## config.mk

```make
export PLATFORM = sky130hd
export DESIGN_NAME = peripheral_mpi_bus_master
export DESIGN_NICKNAME = d
export VERILOG_FILES = /design/src/rtl/peripheral_mpi_pkg.sv /design/src/rtl/peripheral_mpi_bus_master.sv
export SDC_FILE = /design/constraint.sdc
export NUM_CORES = 1
export LEC_CHECK = 0
export CELL_PAD_IN_SITES_DETAIL_PLACEMENT = 0
export CELL_PAD_IN_SITES_GLOBAL_PLACEMENT = 1
export CORE_MARGIN = 4
export CORE_UTILIZATION = 33
export CTS_CLUSTER_DIAMETER = 120
export CTS_CLUSTER_SIZE = 28
export DETAILED_ROUTE_END_ITERATION = 10
export GPL_TIMING_DRIVEN = 0
export PLACE_DENSITY_LB_ADDON = 0.1
export SYNTH_ARGS = -nofsm -noshare
export SYNTH_HDL_FRONTEND = slang
export SYNTH_SLANG_ARGS = --single-unit
```

## constraint.sdc

```tcl
create_clock -name mclk -period 1.9 [get_ports mclk]
set_input_delay 0.38 -clock mclk [delete_from_list [all_inputs] [get_ports mclk]]
set_output_delay 0.38 -clock mclk [all_outputs]
set_load 0.05 [all_outputs]
```

## src/rtl/peripheral_mpi_pkg.sv

```systemverilog
// ---------------------------------------------------------------------------
// peripheral_mpi_pkg
//   Shared types and helpers for the MPI peripheral bus initiator.
//   - mpi_state_e : initiator FSM states
//   - PER_DW      : peripheral data bus width
//   - WE_*        : per_we byte-lane encodings
//   - write_lanes : byte-lane enables for a write command
//   - byte_dup    : replicate a byte onto both lanes of the data bus
//   - read_extract: shape raw per_dout into the host response word
// ---------------------------------------------------------------------------
package peripheral_mpi_pkg;

  localparam int unsigned PER_DW = 16;

  localparam logic [1:0] WE_NONE = 2'b00;
  localparam logic [1:0] WE_LO   = 2'b01;
  localparam logic [1:0] WE_HI   = 2'b10;
  localparam logic [1:0] WE_WORD = 2'b11;

  typedef enum logic [1:0] {
    IDLE,
    ACCESS,
    WAIT,
    RESP
  } mpi_state_e;

  // Word accesses always enable both lanes, even when misaligned.
  function automatic logic [1:0] write_lanes(input logic byte_acc, input logic addr0);
    if (!byte_acc) begin
      return WE_WORD;
    end
    return addr0 ? WE_HI : WE_LO;
  endfunction

  function automatic logic [PER_DW-1:0] byte_dup(input logic [7:0] b);
    return {b, b};
  endfunction

  function automatic logic [PER_DW-1:0] read_extract(input logic              byte_acc,
                                                     input logic              addr0,
                                                     input logic [PER_DW-1:0] dout);
    if (!byte_acc) begin
      return dout;
    end
    return {8'h00, addr0 ? dout[15:8] : dout[7:0]};
  endfunction

endpackage

```

## src/rtl/peripheral_mpi_bus_master.sv

```systemverilog
// ---------------------------------------------------------------------------
// peripheral_mpi_bus_master
//   Initiator on the 16-bit MPI peripheral bus. Takes one read/write command
//   (word or byte) from a host valid/ready port, performs a single-cycle
//   peripheral access, and returns read data or a write acknowledge on a
//   valid/ready response port. One transaction outstanding at a time.
//
// Parameters
//   ADDR_W     byte-address width of cmd_addr; per_addr = cmd_addr[ADDR_W-1:1]
//   READ_WAIT  cycles (0..7) after the access cycle before per_dout is sampled
//
// Ports
//   mclk, puc_rst_n        clock, asynchronous active-low reset
//   cmd_valid/cmd_ready    command handshake (ready only while idle)
//   cmd_write, cmd_byte    access type: write/read, byte/word
//   cmd_addr, cmd_wdata    byte address and write data
//   rsp_valid/rsp_ready    response handshake
//   rsp_rdata, rsp_err     read data (0 for writes), misaligned-word flag
//   per_addr, per_din      peripheral word address and write data
//   per_dout               peripheral read data (OR bus)
//   per_en, per_we         access strobe (one cycle) and byte write enables
// ---------------------------------------------------------------------------
module peripheral_mpi_bus_master
  import peripheral_mpi_pkg::*;
#(
  parameter int unsigned ADDR_W    = 15,
  parameter int unsigned READ_WAIT = 0
) (
  input  logic              mclk,
  input  logic              puc_rst_n,

  input  logic              cmd_valid,
  output logic              cmd_ready,
  input  logic              cmd_write,
  input  logic              cmd_byte,
  input  logic [ADDR_W-1:0] cmd_addr,
  input  logic [PER_DW-1:0] cmd_wdata,

  output logic              rsp_valid,
  input  logic              rsp_ready,
  output logic [PER_DW-1:0] rsp_rdata,
  output logic              rsp_err,

  output logic [ADDR_W-2:0] per_addr,
  output logic [PER_DW-1:0] per_din,
  input  logic [PER_DW-1:0] per_dout,
  output logic              per_en,
  output logic [1:0]        per_we
);

  // Counter load value: the WAIT state samples when the counter reaches zero,
  // so it starts at READ_WAIT-1.
  localparam logic [2:0] WAIT_LAST = (READ_WAIT == 0) ? 3'd0 : 3'(READ_WAIT - 1);

  mpi_state_e        state_q;

  // Latched command attributes needed after the access cycle.
  logic              cmd_write_q;
  logic              cmd_byte_q;
  logic              cmd_a0_q;

  logic [2:0]        wait_cnt_q;

  // Registered bus and host-facing outputs.
  logic              cmd_ready_q;
  logic              rsp_valid_q;
  logic [PER_DW-1:0] rsp_rdata_q;
  logic              rsp_err_q;
  logic [ADDR_W-2:0] per_addr_q;
  logic [PER_DW-1:0] per_din_q;
  logic              per_en_q;
  logic [1:0]        per_we_q;

  // Response word as it would be captured from the bus this cycle.
  logic [PER_DW-1:0] rd_data_d;

  assign rd_data_d = read_extract(cmd_byte_q, cmd_a0_q, per_dout);

  always_ff @(posedge mclk or negedge puc_rst_n) begin
    if (!puc_rst_n) begin
      state_q     <= IDLE;
      cmd_write_q <= 1'b0;
      cmd_byte_q  <= 1'b0;
      cmd_a0_q    <= 1'b0;
      wait_cnt_q  <= '0;
      cmd_ready_q <= 1'b1;
      rsp_valid_q <= 1'b0;
      rsp_rdata_q <= '0;
      rsp_err_q   <= 1'b0;
      per_addr_q  <= '0;
      per_din_q   <= '0;
      per_en_q    <= 1'b0;
      per_we_q    <= WE_NONE;
    end else begin
      case (state_q)
        IDLE: begin
          if (cmd_valid && cmd_ready_q) begin
            state_q     <= ACCESS;
            cmd_ready_q <= 1'b0;
            cmd_write_q <= cmd_write;
            cmd_byte_q  <= cmd_byte;
            cmd_a0_q    <= cmd_addr[0];
            // Bus outputs are loaded here so they are valid throughout ACCESS.
            // Dropping address bit 0 also realigns misaligned word accesses.
            per_en_q    <= 1'b1;
            per_addr_q  <= cmd_addr[ADDR_W-1:1];
            if (cmd_write) begin
              per_we_q  <= write_lanes(cmd_byte, cmd_addr[0]);
              per_din_q <= cmd_byte ? byte_dup(cmd_wdata[7:0]) : cmd_wdata;
            end else begin
              per_we_q  <= WE_NONE;
              per_din_q <= '0;
            end
          end
        end

        ACCESS: begin
          per_en_q  <= 1'b0;
          per_we_q  <= WE_NONE;
          per_din_q <= '0;
          rsp_err_q <= !cmd_byte_q && cmd_a0_q;
          if (cmd_write_q) begin
            rsp_rdata_q <= '0;
            rsp_valid_q <= 1'b1;
            state_q     <= RESP;
          end else if (READ_WAIT == 0) begin
            rsp_rdata_q <= rd_data_d;
            rsp_valid_q <= 1'b1;
            state_q     <= RESP;
          end else begin
            wait_cnt_q  <= WAIT_LAST;
            state_q     <= WAIT;
          end
        end

        WAIT: begin
          if (wait_cnt_q == '0) begin
            rsp_rdata_q <= rd_data_d;
            rsp_valid_q <= 1'b1;
            state_q     <= RESP;
          end else begin
            wait_cnt_q  <= wait_cnt_q - 3'd1;
          end
        end

        RESP: begin
          if (rsp_ready) begin
            rsp_valid_q <= 1'b0;
            cmd_ready_q <= 1'b1;
            state_q     <= IDLE;
          end
        end

        default: begin
          state_q <= IDLE;
        end
      endcase
    end
  end

  assign cmd_ready = cmd_ready_q;
  assign rsp_valid = rsp_valid_q;
  assign rsp_rdata = rsp_rdata_q;
  assign rsp_err   = rsp_err_q;
  assign per_addr  = per_addr_q;
  assign per_din   = per_din_q;
  assign per_en    = per_en_q;
  assign per_we    = per_we_q;

endmodule
```

==> impl_metrics.env <==
export IMPL_status="complete, no violations"
export IMPL_syn_inst=191
export IMPL_cts_buffers=9
export IMPL_wl_met3_um=782
export IMPL_synth_compound_area_share_pct=13.7
export IMPL_crit_family="buffers and inverters"
export IMPL_htreeDepth=3
export IMPL_ys_seq_elements=60
export IMPL_slew_headroom_pct=48.3
export IMPL_hold_path_class="in -> async"
export IMPL_endpoint="per_addr[8]"
export IMPL_tightest_slew_ns=0.775
export IMPL_grt_max_degree=61
export IMPL_grt_pass1_vias=2052
export IMPL_crit_arrival_ns=1.47
export IMPL_slew_viol_final=0
export IMPL_core_area_mm2=0.00741
export IMPL_syn_to_final_growth_pct=56.6
export IMPL_clk_path_buf_depth=2
export IMPL_clockPowerShare_pct=18.8
export IMPL_port_buffers=104
export IMPL_stdcell_area_mm2=0.00402
export IMPL_period_share_pct=97.3
export IMPL_nets=369
export IMPL_die_h_um=96.2
export IMPL_fin_util_pct=54.2
export IMPL_initial_core_util_pct=34.6
export IMPL_num_antenna_cells=0
export IMPL_layout_commonest_cell="dfrtp_1"
export IMPL_switching_share_pct=45.3
export IMPL_most_common_layout_cells="dfrtp_1, clkdlybuf4s50_1, dlygate4sd2_1"
export IMPL_synth_top_family_by_area="multiplexers"
export IMPL_ys_warnings_count=0
export IMPL_crit_path_top_delay_cell="clkdlybuf4s50_1"
export IMPL_crit_path_start_kind="flop"
export IMPL_io_pins=105
export IMPL_cp_end_kind="output port"
export IMPL_syn_num_nets=252
export IMPL_dr_pass1_iters=4
export IMPL_cts_sinks=60
export IMPL_synth_xor_xnor_area_share_pct=0.341
export IMPL_cellInternalPower_w=0.00374
export IMPL_reg2reg_from="wait_cnt_q[0]"
export IMPL_synth_area_leaders="dfrtp_1, mux2_2, mux2i_1, a22o_1, ha_1"
export IMPL_p_comb_share_pct=52.2
export IMPL_antenna_found_initial=0
export IMPL_postSynthAreaPerCell_um2=13.4
export IMPL_die_area_mm2=0.00925
export IMPL_ant_nets=0
export IMPL_initialDrtViolationCount=38
export IMPL_max_vdd_ir_drop_uv=900
export IMPL_maxCapViolations=0
export IMPL_rsz0062_at_grt="false"
export IMPL_synth_main_ff_cell="dfrtp_1"
export IMPL_path_clk_slew_ns=0.07
export IMPL_synth_edf_count=0
export IMPL_worstSetupStartpoint="per_addr[8]"
export IMPL_cpPeakStageDelay_ns=0.80
export IMPL_skew_ns=0.0136
export IMPL_synth_top_area_share_pct=57.5
export IMPL_hpwlAfterDp_mm=4.53
export IMPL_synth_top_area_cell="dfrtp_1"
export IMPL_fin_crit_ns=1.85
export IMPL_die_x_um=96.2
export IMPL_clk_latency_ns=0.34
export IMPL_p_switching_w=0.00310
export IMPL_worst_setup_path_type="reg -> out"
export IMPL_hold_viol=0
export IMPL_ys_seq_area_share_pct=58.6
export IMPL_top_layer_used="met4"
export IMPL_via_per_inst=4.69
export IMPL_ys_types=30
export IMPL_p_leak_nw=2.11
export IMPL_cts_tree="done"
export IMPL_wl_per_cell_um=15.5
export IMPL_powerDensity_mw_per_mm2=1700
export IMPL_overflow=0
export IMPL_reg2reg_depth=7
export IMPL_r2r_end="rsp_rdata[14]"
export IMPL_cts_hold_fix_buffers=0
export IMPL_seq_power_share_pct=29.0
export IMPL_met1Wirelength_mm=2.70
export IMPL_cp_cell_sequence="clkdlybuf4s50_1"
export IMPL_gp_congestion=0.710
export IMPL_syn_area_mm2=0.00257
export IMPL_fmax_ghz=0.541
export IMPL_yosys_area_share_adder_pct=3.90
export IMPL_rows=31
export IMPL_final_setup_viol_count=0
export IMPL_drt_total_wl_mm=6.40
export IMPL_muxShareOfSynthArea_pct=15.1
export IMPL_grt_first_pass_wirelength_mm=9.92
export IMPL_route_vias_total=1934
export IMPL_yosys_area_share_simple_pct=5.17
export IMPL_clock_root_buffer="clkbuf_8"
export IMPL_required_ns=1.52
export IMPL_grt_usage_pct=14.2
export IMPL_async_flop_share_pct=100
export IMPL_nFillCells=659
export IMPL_route_detailed_drc=0
export IMPL_cp_max_fo=2
export IMPL_reg2reg_slack_ns=0.17
export IMPL_wl_met2_mm=2.88
export IMPL_path_buf_inv=1
export IMPL_placed_area_mm2=0.00373
export IMPL_drive_above_1_share_pct=17.9
export IMPL_worst_path_stages=1
-- worst min-delay path by stage --
stage                    end         start  slack [ns]
2_1_floorplan       cmd_a0_q     puc_rst_n        0.08
3_3_place_gp    rsp_rdata[1]  rsp_rdata[1]        0.46
3_5_place_dp    rsp_rdata[4]  rsp_rdata[4]        0.47
4_1_cts        rsp_rdata[11]     puc_rst_n        0.13
5_1_grt        rsp_rdata[11]     puc_rst_n        0.16
6_report         per_addr[8]     puc_rst_n        0.11
-- synth_stat cells (4+ instances only) --
library cell,number
inv_1,9
nand2_1,13
o2bb2ai_1,9
buf_2,4
dfrtp_1,59
mux2_2,18
mux2i_1,17
a22o_1,18
ha_1,8
o21ai_0,13
-- layout make-up --
type | count | area [um2] | share of cell area [%]
flip-flops and latches | 60 | 1500 | 37.4
repair buffers | 107 | 1070 | 26.6
multi-input cells | 114 | 1020 | 25.4
clock buffers | 9 | 124 | 3.08
well taps | 99 | 124 | 3.08
clock inverters | 7 | 98.8 | 2.46
plain buffers | 7 | 45.0 | 1.12
inverters | 9 | 33.8 | 0.841
-- power groups by stage --
stage	Combinational, W	Sequential (W)	Clock, W
after global routing	0.00382	0.00205	0.00138
final	0.00358	0.00198	0.00128
after CTS	0.00352	0.00199	0.00133
after detailed placement	0.00369	0.00202	0
after floorplan	0.00106	0.00339	0
after global placement	0.00368	0.00201	0
-- flip-flops by register name (all words and copies together) (netlist names) --
name and flops:
wait_cnt_q 3, per_din 16, state_q 2, cmd_write_q 1, rsp_valid 1, rsp_rdata 16, cmd_ready 1, per_en 1
per_addr 14, per_we 2, cmd_a0_q 1, cmd_byte_q 1, rsp_err 1
-- kinds of logic (layout without fill, tap and decap cells) --
logic type               after synthesis  in the layout
buffers and inverters                 17            139
flip-flops                            60             60
adder cells (fa/ha/maj)                8              8
multiplexers                          36             36
AO/OA/AOI/OAI                         46             46
XOR/XNOR                               1              1
AND/OR/NAND/NOR                       23             23
-- per-stage QoR --
| step | TNS, ns | setup WS (ns) | total power, W | instances | hold WS [ns] |
|---|---|---|---|---|---|
| 2_1_floorplan | 0 | 0.226 | 0.00445 | 191 | 0.0844 |
| 3_3_place_gp | -96.04 | -1.60 | 0.00569 | 394 | 0.464 |
| 3_5_place_dp | -1.16 | -0.0572 | 0.00570 | 394 | 0.469 |
| 4_1_cts | 0 | 0.000285 | 0.00684 | 410 | 0.132 |
| 5_1_grt | 0 | 0.00886 | 0.00725 | 412 | 0.164 |
| 6_report | 0 | 0.0507 | 0.00684 | 412 | 0.114 |
-- routing by layer --
metal / vias up / global-route usage [%]
li1: 932 / -
met1: 905 / 17.5
met2: 90 / 22.0
met3: 7 / 7.04
met4: 0 / 3.55
met5: - / 0
-- what timing repair did --
action / in CTS / in global routing
setup endpoints to repair: 35 / 55
hold endpoints to repair: 0 / 0
gates resized for setup: 35 / 24
pin swaps: 0 / 1
buffers inserted: 0 / 3
Power figures use the tool's default switching activity.
